File: config.mk
export PLATFORM = sky130hd
export DESIGN_NAME = mimo_demapper
export DESIGN_NICKNAME = d
export VERILOG_FILES = /design/src/rtl/mimo_demap_pkg.sv /design/src/rtl/mimo_demapper_slice.sv /design/src/rtl/mimo_demapper.sv
export SDC_FILE = /design/constraint.sdc
export NUM_CORES = 1
export LEC_CHECK = 0
export CAP_MARGIN = 10
export CORE_AREA = 5 5 296 182
export CTS_CLUSTER_DIAMETER = 30
export CTS_CLUSTER_SIZE = 28
export DETAILED_ROUTE_END_ITERATION = 10
export DIE_AREA = 0 0 301 187
export MAX_ROUTING_LAYER = met4
export PLACE_DENSITY_LB_ADDON = 0.3
export REMOVE_ABC_BUFFERS = 1
export SLEW_MARGIN = 30
export SYNTH_ARGS = -nofsm -noshare
export SYNTH_HDL_FRONTEND = slang
export SYNTH_SLANG_ARGS = --single-unit
File: constraint.sdc
create_clock -name clk -period 9.3 [get_ports clk]
set_input_delay 0.93 -clock clk [delete_from_list [all_inputs] [get_ports clk]]
set_output_delay 0.93 -clock clk [all_outputs]
set_load 0.01 [all_outputs]
File: src/rtl/mimo_demap_pkg.sv
// mimo_demap_pkg: shared constants for the MIMO hard-decision demapper.
// Holds the mode encodings, the per-stream symbol width and the axis-QPSK
// symbol indices used by demap_slice and mimo_demapper.
package mimo_demap_pkg;

  // Per-vector modulation select, sampled with the input vector
  localparam logic MODE_QPSK  = 1'b0;
  localparam logic MODE_QAM16 = 1'b1;

  // Each stream's decision fits in one nibble of the output bus
  localparam int SYM_W = 4;

  // Erasure counter width and its saturation value
  localparam int              CNT_W   = 16;
  localparam logic [CNT_W-1:0] CNT_MAX = 16'hFFFF;

  // Axis-QPSK indices: east (+re), north (+im), south (-im), west (-re)
  typedef enum logic [1:0] {
    QPSK_E = 2'd0,
    QPSK_N = 2'd1,
    QPSK_S = 2'd2,
    QPSK_W = 2'd3
  } qpsk_idx_e;

endpackage

File: src/rtl/mimo_demapper_slice.sv
// demap_slice: one spatial stream of the demapper.
// The front half turns a raw complex estimate into saturated magnitudes and
// sign bits (captured by the first pipeline stage in the top module); the
// back half turns those registered values into a symbol index and a
// zero-vector flag (captured by the second stage). No state lives here.
module demap_slice
  import mimo_demap_pkg::*;
#(
  parameter int W = 56
) (
  input  logic signed [W-1:0]     re,
  input  logic signed [W-1:0]     im,
  output logic        [W-1:0]     abs_re,
  output logic        [W-1:0]     abs_im,
  output logic                    neg_re,
  output logic                    neg_im,
  input  logic        [W-1:0]     q_abs_re,
  input  logic        [W-1:0]     q_abs_im,
  input  logic                    q_neg_re,
  input  logic                    q_neg_im,
  input  logic                    q_mode,
  input  logic        [W-1:0]     q_thr,
  output logic        [SYM_W-1:0] sym,
  output logic                    zero
);

  localparam logic [W-1:0] ABS_MAX  = {1'b0, {(W-1){1'b1}}};
  localparam logic [W-1:0] MOST_NEG = {1'b1, {(W-1){1'b0}}};

  // Two's-complement magnitude; the most negative code has no positive twin,
  // so it is clamped to the largest positive value instead of wrapping.
  function automatic logic [W-1:0] sat_abs(input logic [W-1:0] v);
    if (!v[W-1]) begin
      return v;
    end else if (v == MOST_NEG) begin
      return ABS_MAX;
    end else begin
      return -v;
    end
  endfunction

  assign abs_re = sat_abs(re);
  assign abs_im = sat_abs(im);
  assign neg_re = re[W-1];
  assign neg_im = im[W-1];

  // A saturated magnitude is never zero, so zero magnitudes mean zero inputs
  assign zero = (q_abs_re == '0) && (q_abs_im == '0);

  // Hard decision from registered magnitudes, signs, mode and threshold
  always_comb begin
    sym = '0;
    if (zero) begin
      sym = '0;
    end else if (q_mode == MODE_QAM16) begin
      sym = {q_neg_re, (q_abs_re >= q_thr), q_neg_im, (q_abs_im >= q_thr)};
    end else if (q_abs_re >= q_abs_im) begin
      sym[1:0] = q_neg_re ? QPSK_W : QPSK_E;
    end else begin
      sym[1:0] = q_neg_im ? QPSK_S : QPSK_N;
    end
  end

endmodule

File: src/rtl/mimo_demapper.sv
// mimo_demapper: pipelined hard-decision demapper for NS spatial streams.
// Stage 1 registers magnitudes, signs, mode and threshold; stage 2 registers
// the symbol vector. Both stages share one enable so a stalled output
// freezes the whole pipe, and in_ready is that same enable.
// Optional feature macro: DEMAP_ERASE_CNT_EN adds a saturating counter of
// transferred output vectors that contain at least one all-zero stream.
module mimo_demapper
  import mimo_demap_pkg::*;
#(
  parameter int W  = 56,
  parameter int NS = 2
) (
  input  logic                  clk,
  input  logic                  rst,
  input  logic                  in_valid,
  output logic                  in_ready,
  input  logic                  mode,
  input  logic [W-1:0]          thr,
  input  logic [NS*W-1:0]       x_re,
  input  logic [NS*W-1:0]       x_im,
  output logic                  out_valid,
  input  logic                  out_ready,
  output logic [NS*SYM_W-1:0]   sym,
  input  logic                  cnt_clr,
  output logic [CNT_W-1:0]      erase_cnt
);

  logic                en;

  logic [NS*W-1:0]     pre_abs_re;
  logic [NS*W-1:0]     pre_abs_im;
  logic [NS-1:0]       pre_neg_re;
  logic [NS-1:0]       pre_neg_im;

  logic                s1_valid;
  logic                s1_mode;
  logic [W-1:0]        s1_thr;
  logic [NS*W-1:0]     s1_abs_re;
  logic [NS*W-1:0]     s1_abs_im;
  logic [NS-1:0]       s1_neg_re;
  logic [NS-1:0]       s1_neg_im;

  logic [NS*SYM_W-1:0] nxt_sym;
  logic [NS-1:0]       nxt_zero;

  assign en       = !out_valid || out_ready;
  assign in_ready = en;

  for (genvar k = 0; k < NS; k++) begin : g_slice
    demap_slice #(
      .W(W)
    ) u_slice (
      .re       (x_re[k*W +: W]),
      .im       (x_im[k*W +: W]),
      .abs_re   (pre_abs_re[k*W +: W]),
      .abs_im   (pre_abs_im[k*W +: W]),
      .neg_re   (pre_neg_re[k]),
      .neg_im   (pre_neg_im[k]),
      .q_abs_re (s1_abs_re[k*W +: W]),
      .q_abs_im (s1_abs_im[k*W +: W]),
      .q_neg_re (s1_neg_re[k]),
      .q_neg_im (s1_neg_im[k]),
      .q_mode   (s1_mode),
      .q_thr    (s1_thr),
      .sym      (nxt_sym[k*SYM_W +: SYM_W]),
      .zero     (nxt_zero[k])
    );
  end

  // Stage 1: capture magnitudes, signs and per-vector controls when enabled
  always_ff @(posedge clk) begin
    if (rst) begin
      s1_valid  <= 1'b0;
      s1_mode   <= MODE_QPSK;
      s1_thr    <= '0;
      s1_abs_re <= '0;
      s1_abs_im <= '0;
      s1_neg_re <= '0;
      s1_neg_im <= '0;
    end else if (en) begin
      s1_valid  <= in_valid;
      s1_mode   <= mode;
      s1_thr    <= thr;
      s1_abs_re <= pre_abs_re;
      s1_abs_im <= pre_abs_im;
      s1_neg_re <= pre_neg_re;
      s1_neg_im <= pre_neg_im;
    end
  end

  // Stage 2: capture the decided symbol vector and its valid when enabled
  always_ff @(posedge clk) begin
    if (rst) begin
      out_valid <= 1'b0;
      sym       <= '0;
    end else if (en) begin
      out_valid <= s1_valid;
      sym       <= nxt_sym;
    end
  end

`ifdef DEMAP_ERASE_CNT_EN
  logic             out_zero;
  logic [CNT_W-1:0] cnt_q;

  // Stage 2 companion flag: the held symbol vector has an all-zero stream
  always_ff @(posedge clk) begin
    if (rst) begin
      out_zero <= 1'b0;
    end else if (en) begin
      out_zero <= |nxt_zero;
    end
  end

  // Saturating erasure counter; a clear beats a coincident increment
  always_ff @(posedge clk) begin
    if (rst) begin
      cnt_q <= '0;
    end else if (cnt_clr) begin
      cnt_q <= '0;
    end else if (out_valid && out_ready && out_zero && (cnt_q != CNT_MAX)) begin
      cnt_q <= cnt_q + 1'b1;
    end
  end

  assign erase_cnt = cnt_q;
`else
  logic unused_erase;

  assign unused_erase = cnt_clr ^ (|nxt_zero);
  assign erase_cnt    = '0;
`endif

endmodule
# Word level (Yosys, flattened, before mapping)
# Index checks and enable logic that the tools add are counted.
# Widths: inputs -> output; s select.
[word_totals] ff_bits=295 in_bits=286 output_inout_bits=26 word_cells=51
[classes] add_sub_neg=4 magnitude_cmp=6 n_eq_ne=4 n_mux=20 n_reduce_logical=8
[op_table] operator="$mux 56" count=8
[op_table] operator="$ge 56x56->1" count=6
[op_table] operator="$eq 56x56->1 const B" count=4
[op_table] operator="$logic_not 56->1" count=4
[op_table] operator="$neg 56->56" count=4
[op_table] operator="$mux 2" count=10
[op_table] operator="$mux 4" count=2
[op_table] operator="$logic_and 1x1->1" count=2
[op_table] operator="$logic_not 1->1" count=1
[op_table] operator="$logic_or 1x1->1" count=1

# Longest topological paths before layout
# Gate-level depths: netlist (run 1).
[logic_depth] depth_word=4 ltp_mapped=11 ltp_nobuf=10

# Modules after synthesis
# A second synthesis (run 1) with hierarchy kept.
[unflattened] cells_unflattened=3431 area_unflattened_um2=28457.3
[by_module_without_submodules] module="mimo_demapper" n_inst=1 cells_each=1362 area_each_um2=14332.5 seq_area_each_um2=5905.7
[by_module_without_submodules] module="demap_slice (g_slice[1].u_slice)" n_inst=1 cells_each=1035 area_each_um2=7128.1 seq_area_each_um2=0.0
[by_module_without_submodules] module="demap_slice (g_slice[0].u_slice)" n_inst=1 cells_each=1034 area_each_um2=6996.7 seq_area_each_um2=0.0

# Least setup slack after synthesis (run 1)
# OpenSTA, ideal clock, no wires.
[synth_timing] path_kind="in2reg" from="in x_im[74]" to="reg s1_abs_im[100]" setup_ns=0.087 arrival_ns=3.933 t_required_ns=9.213 slack_ns=5.281 path_stages=10 n_path_buf=2 cell_sequence="or4_4 > or4_4 > or4_4 > or4b_4 > or3_1 > buf_6 > nor2_4 > nor2_2 > buf_6 > a221oi_2"
[synth_between] elab_chain_len=3 word_cells_on_any_way=4 cone_classes="add/sub: 1; eq/ne: 1; mux: 2"
[synth_rtl] element="start, declared" line_no="mimo_demapper.sv:20" text="input logic [NS*W-1:0] x_im,"
[synth_rtl] element="$neg 56->56 or $eq 56x56->1 (tied branches)" line_no="mimo_demapper_slice.sv:38, mimo_demapper_slice.sv:35"
[synth_rtl] element="$mux 56 *" line_no="mimo_demapper_slice.sv:35" text="end else if (v == MOST_NEG) begin"
[synth_rtl] element="$mux 56 *" line_no="mimo_demapper_slice.sv:33" text="if (!v[W-1]) begin"
[synth_rtl] element="end signal, assigned" line_no="mimo_demapper.sv:85" text="s1_abs_im <= pre_abs_im;"
[synth_rtl] element="end, declared" line_no="mimo_demapper.sv:39" text="logic [NS*W-1:0] s1_abs_im;"
# Every way passes the cells marked *; elsewhere a longest branch is shown, timed or not.
# A chain may end at the register's enable or synchronous reset.

# Worst setup path in the final report (run 1)
[layout_timing] from="in x_im[61]" to="reg s1_abs_im[86]"
# Same word-level chain as after synthesis.

==> results.sh, run 1 <==
export IMPL_portBuffers=294
export IMPL_clkPwrFrac_pct=44.9
export IMPL_cpMaxStageDelayCell="nor4_1"
export IMPL_postRouteAntennaNets=0
export IMPL_p_comb_share_pct=23.2
export IMPL_wl_per_cell_um=22.1
export IMPL_ios=312
export IMPL_routed_wl_mm=81.7
export IMPL_slew_headroom_pct=29.5
export IMPL_antenna_found_initial=3
export IMPL_grt_pass1_vias=21800
export IMPL_sequentialPowerShare_pct=31.9
export IMPL_ys_types=67
export IMPL_rows=64
export IMPL_initial_utilization_pct=44.7
export IMPL_leakage_nw=11.7
export IMPL_dieHeight_um=187
export IMPL_fin_crit_sh_pct=51.3
export IMPL_hpwl_mm=64.4
export IMPL_finalHoldViolations=0
export IMPL_placeableCoreArea_um2=50600
export IMPL_final_nets=3580
export IMPL_ys_seq_elements=295
export IMPL_vias_per_cell=6.06
export IMPL_first_pass_iters=5
export IMPL_dr_first_iter_drc_count=2116
export IMPL_fillerInstances=4583
export IMPL_fin_area_um2=28000
export IMPL_final_util_pct=55.3
export IMPL_post_synth_top_count_cell="ha_1"
export IMPL_rsz0062_at_grt="false"
export IMPL_slowest_delay_ns=0.60
export IMPL_ys_warn_count=0
export IMPL_grt_max_degree=138
export IMPL_start_kind="input port"
export IMPL_ys_seq_area_share_pct=26.1
export IMPL_synth_commonest_cells="ha_1, dfxtp_1, a21oi_1, nand2_1, o21ai_0"
export IMPL_crit_fanout=52
export IMPL_required_ns=9.78
export IMPL_grtUsageTotal_pct=28.4
export IMPL_dp_cells=3591
export IMPL_cts_buffers_inserted=54
export IMPL_synthFlopType="dfxtp_1"
export IMPL_clock_sinks=295
export IMPL_dp_slack_ns=4.03
export IMPL_clock_path_buffers=3
export IMPL_clock_skew_ns=0.0199
export IMPL_clk_pin_slew_ns=0.06
export IMPL_finalPower_mw=4.76
export IMPL_diodes=0
export IMPL_critPathMostFrequentCell="nor2_4"
export IMPL_drc=0
export IMPL_finalSetupTns_ns=0
export IMPL_synth_area_um2=22600
export IMPL_syn2layout_area_growth_pct=23.9
export IMPL_hold_depth=2
export IMPL_multiInputGateArea_um2=15500
export IMPL_cp_data_arrival_time_ns=5.24
export IMPL_synth_edff_count=0
export IMPL_vias=22400
export IMPL_worstMarginPinSlew_ns=1.05
export IMPL_r2r_cells=9
export IMPL_internal_power_mw=3.22
export IMPL_seqCellArea_um2=5910
export IMPL_maxCapViolCount=0
export IMPL_synth_top_area_share_pct=26.1
export IMPL_gp_congestion=0.964
export IMPL_yosys_area_top_type="dfxtp_1"
export IMPL_p_per_area_nw_per_um2=170
export IMPL_cts_repair_resized=0
export IMPL_status="finished, final reports clean"
export IMPL_clock_fmax_ghz=0.210
export IMPL_crit_type="input port to flop"
export IMPL_clk_insertion_delay_late_ns=0.58
export IMPL_drive_above_1_share_pct=6.97
export IMPL_die_area_um2=56300
export IMPL_post_cts_buffers=0
export IMPL_vdd_drop_max_mv=0.143
export IMPL_yosys_top_cells_area="dfxtp_1, ha_1, xor2_1, a21oi_1, o21ai_0"
export IMPL_worstPathCellList="clkdlybuf4s50_1 -> nor4_1 -> nand3_1 -> or4_4 -> or4b_4 -> or3_1 -> nor2_4 -> nor2_4 -> buf_4 -> a221oi_2"
export IMPL_drv_slew=0
export IMPL_holdWs_ns=0.451
export IMPL_fin_ws_ns=4.53
export IMPL_cts_root_buffer="clkbuf_16"
export IMPL_end_kind="flop"
export IMPL_placed_cell_area_um2=26000
export IMPL_period_needed_ns=4.77
export IMPL_holdBufCountCts=0
export IMPL_die_w_um=301
export IMPL_hold_class="flop to flop"
export IMPL_grt_pass1_wl_mm=125
export IMPL_h_tree_depth=2
export IMPL_postSynthCellCount=2710
export IMPL_cts_tree="built"
export IMPL_stdcell_count=3692
export IMPL_power_switching_mw=1.54
export IMPL_setup_viol=0
export IMPL_syn_area_per_cell_um2=8.34
export IMPL_synthArstFlopShare_pct=0
export IMPL_grt_overflow=0
export IMPL_switching_share_pct=32.3
## routing by layer
metal	wire length [µm]	global-route usage (%)
met4	1350	4.90
met2	35300	42.5
met5	0	-
met3	7170	6.07
met1	37900	40.1
## kinds of logic after synthesis
logic type	Yosys count	synth area share, %
other	1	0.0166
XOR/XNOR	205	7.94
buffers and inverters	327	5.90
AO/OA/AOI/OAI	872	25.8
flip-flops	295	26.1
multiplexers	4	0.188
AND/OR/NAND/NOR	666	15.3
adder cells (fa/ha/maj)	340	18.8
## worst max-delay path, delay by kind of cell
| kind | cells | cell delay (ns) |
|---|---|---|
| AOI/OAI and AO/OA | 1 | 0.37 |
| buffers and inverters | 2 | 0.83 |
| and+or+nand+nor | 7 | 3.02 |
## sequential cells by signal, summed over array words and instances (netlist names)
| signal | count |
|---|---|
| out_valid | 1 |
| s1_abs_im | 112 |
| s1_abs_re | 112 |
| s1_mode | 1 |
| s1_neg_im | 2 |
| s1_neg_re | 2 |
| s1_thr | 56 |
| s1_valid | 1 |
| sym | 8 |
## worst paths after layout
path                               from                    endpoint  slack, ns
max                            x_im[61]  s1_abs_im[86]$_SDFFE_PP0P_       4.53
min             s1_thr[17]$_SDFFE_PP0P_     s1_thr[17]$_SDFFE_PP0P_       0.45
max reg2reg  s1_abs_re[55]$_SDFFE_PP0P_         sym[1]$_SDFFE_PP0P_       5.67
min reg2reg     s1_thr[17]$_SDFFE_PP0P_     s1_thr[17]$_SDFFE_PP0P_       0.45
## area by class of cell
cell class | instances | area share [%]
well taps | 693 | 3.10
flip-flops and latches | 295 | 21.1
inverters | 190 | 2.56
repair buffers | 310 | 10.9
clock buffers | 60 | 5.21
multi-input cells | 2103 | 55.3
clock inverters | 41 | 1.81
## cell usage in the layout (no fill, tap or decap), types with 15 or more instances in the layout
cell type and count:
a21o_1 84, a21oi_1 286, a221oi_1 62, a221oi_2 50
buf_4 15, clkbuf_16 57, clkdlybuf4s50_1 289, conb_1 16
dfxtp_1 295, ha_1 340, inv_1 188, nand2_1 255
nand3_1 34, nand4_1 83, nor2_1 53, nor3_1 28
nor4_1 77, o21ai_0 222, o31ai_1 62, o41ai_1 30
or3_1 30, or4_1 27, xor2_1 198
## power groups by stage
stage / sequential (mW) / clock (mW) / combinational, mW
floorplan: 1.47 / 0 / 0.666
global placement: 1.54 / 0 / 1.04
detailed placement: 1.54 / 0 / 1.08
CTS: 1.51 / 2.16 / 1.09
global route: 1.52 / 2.23 / 1.23
finish: 1.52 / 2.14 / 1.10
No activity file was read; power rests on OpenSTA's default activity.
==> inputs of run 2 (changes only) <==
==> constraint.sdc (replaced) <==
create_clock -name clk -period 4.97 [get_ports clk]
set_input_delay 0.497 -clock clk [delete_from_list [all_inputs] [get_ports clk]]
set_output_delay 0.497 -clock clk [all_outputs]
set_load 0.01 [all_outputs]
==> results.sh, run 2 (synthesis gave the netlist of run 1 again) <==
export IMPL_portBuffers=294
export IMPL_syn2layout_area_growth_pct=24.1
export IMPL_grt_pass1_wl_mm=123
export IMPL_clk_pin_slew_ns=0.05
export IMPL_seqCellArea_um2=5910
export IMPL_diodes=0
export IMPL_status="finished, final reports clean"
export IMPL_maxCapViolCount=0
export IMPL_die_w_um=301
export IMPL_drc=0
export IMPL_drive_above_1_share_pct=7.21
export IMPL_grt_pass1_vias=21600
export IMPL_routed_wl_mm=81.9
export IMPL_setup_viol=0
export IMPL_grtUsageTotal_pct=28.3
export IMPL_crit_fanout=24
export IMPL_grt_overflow=0
export IMPL_slew_headroom_pct=34.3
export IMPL_fillerInstances=4590
export IMPL_vias=22400
export IMPL_leakage_nw=11.7
export IMPL_final_common_cell="ha_1"
export IMPL_finalHoldViolations=0
export IMPL_critPathTopFamily="simple AND/OR/NAND/NOR gates"
export IMPL_start_kind="input port"
export IMPL_finalSetupTns_ns=0
export IMPL_p_per_area_nw_per_um2=310
export IMPL_cts_root_buffer="clkbuf_16"
export IMPL_period_needed_ns=3.99
export IMPL_first_pass_iters=6
export IMPL_crit_type="input port to flop"
export IMPL_cpMaxStageDelayCell="or4b_4"
export IMPL_postRouteAntennaNets=0
export IMPL_cp_data_arrival_time_ns=4.45
export IMPL_clock_sinks=295
export IMPL_drv_slew=0
export IMPL_end_kind="flop"
export IMPL_placeableCoreArea_um2=50600
export IMPL_dieHeight_um=187
export IMPL_die_area_um2=56300
export IMPL_vias_per_cell=6.04
export IMPL_holdBufCountCts=0
export IMPL_vdd_drop_max_mv=0.230
export IMPL_wl_per_cell_um=22.1
export IMPL_gp_congestion=0.962
export IMPL_clock_skew_ns=0.0206
export IMPL_antenna_found_initial=1
export IMPL_cts_tree="built"
export IMPL_post_cts_buffers=0
export IMPL_fin_crit_sh_pct=80.2
export IMPL_path_buf_inv=2
export IMPL_clock_path_buffers=3
export IMPL_final_cell_mix="ha_1, dfxtp_1, clkdlybuf4s50_1"
export IMPL_rsz0062_at_grt="false"
export IMPL_dr_first_iter_drc_count=2196
export IMPL_ios=312
export IMPL_required_ns=5.43
export IMPL_holdWs_ns=0.451
export IMPL_cts_repair_resized=0
export IMPL_clk_insertion_delay_late_ns=0.57
export IMPL_multiInputGateArea_um2=15500
export IMPL_reg_top3="s1_abs_im x112, s1_abs_re x112, s1_thr x56"
export IMPL_clock_fmax_ghz=0.251
export IMPL_final_nets=3595
export IMPL_grt_max_degree=121
export IMPL_critPathMostFrequentCell="or4_4"
export IMPL_hpwl_mm=64.9
export IMPL_hold_class="flop to flop"
export IMPL_slowest_delay_ns=0.61
export IMPL_worstPathCellList="clkdlybuf4s50_1 -> or4_4 -> or4_4 -> or4_4 -> or4b_4 -> or3_1 -> nor2_4 -> nor2_4 -> buf_12 -> a221oi_2"
export IMPL_initial_utilization_pct=44.7
export IMPL_h_tree_depth=2
export IMPL_cts_buffers_inserted=51
export IMPL_worstMarginPinSlew_ns=0.976
export IMPL_rows=64
[run 2: cell count changes in the layout (fill, tap and decap cells not counted), sizes merged]
cell,before,now
buf,21,39
bufinv,7,6
clkinvlp,6,3
inv,212,209
clkbuf,60,55
clkinv,6,10
[run 2: worst paths after layout]
| kind | start | end | slack [ns] | cells past startpoint |
|---|---|---|---|---|
| worst min register to register | s1_thr[50]$_SDFFE_PP0P_ | s1_thr[50]$_SDFFE_PP0P_ | 0.45 | 2 |
| worst max-delay path | x_im[74] | s1_abs_im[79]$_SDFFE_PP0P_ | 0.98 | 10 |
| worst min-delay path | s1_thr[50]$_SDFFE_PP0P_ | s1_thr[50]$_SDFFE_PP0P_ | 0.45 | 2 |
| worst max register to register | s1_abs_im[71]$_SDFFE_PP0P_ | sym[5]$_SDFFE_PP0P_ | 1.27 | 10 |
[run 2: metal layers]
metal,part of all wire [%],global-route usage (%),up-vias
li1,-,-,10700
met1,45,38.8,10600
met2,43,42.4,960
met3,10,7.82,117
met4,1.5,4.80,0
met5,0,-,-
[run 2: area by class of cell]
class                   count  area share (%)
clock buffers              55            4.79
flip-flops and latches    295            21.0
inverters                 190            2.55
clock inverters            38            1.79
repair buffers            328            11.6
well taps                 693            3.09
multi-input cells        2103            55.2
[run 2: power breakdown]
part	total (mW)	switching [mW]	leakage [nW]	internal, mW
clock	3.78	1.44	0.898	2.35
sequential	2.85	0.278	2.46	2.57
combinational	2.06	1.13	8.36	0.931
[run 2: per-stage QoR]
step           instances  setup WS [ns]  total power [mW]  area (µm²)  utilization (%)
6_report            3702          0.982              8.69       28100             55.4
5_1_grt             3702          0.870              9.09       28100             55.4
4_1_cts             3702           1.03              8.68       28100             55.4
3_5_place_dp        3609          0.446              4.89       26200             51.8
3_3_place_gp        3609          0.514              4.81       26200             51.8
2_1_floorplan       2588         -11.97              4.00       22000                -
[run 2: tightest hold or removal path, stage by stage, from the launching register on]
cell	delay, ns
dfxtp_1	0.30
nand2_1	0.05
a21oi_1	0.05
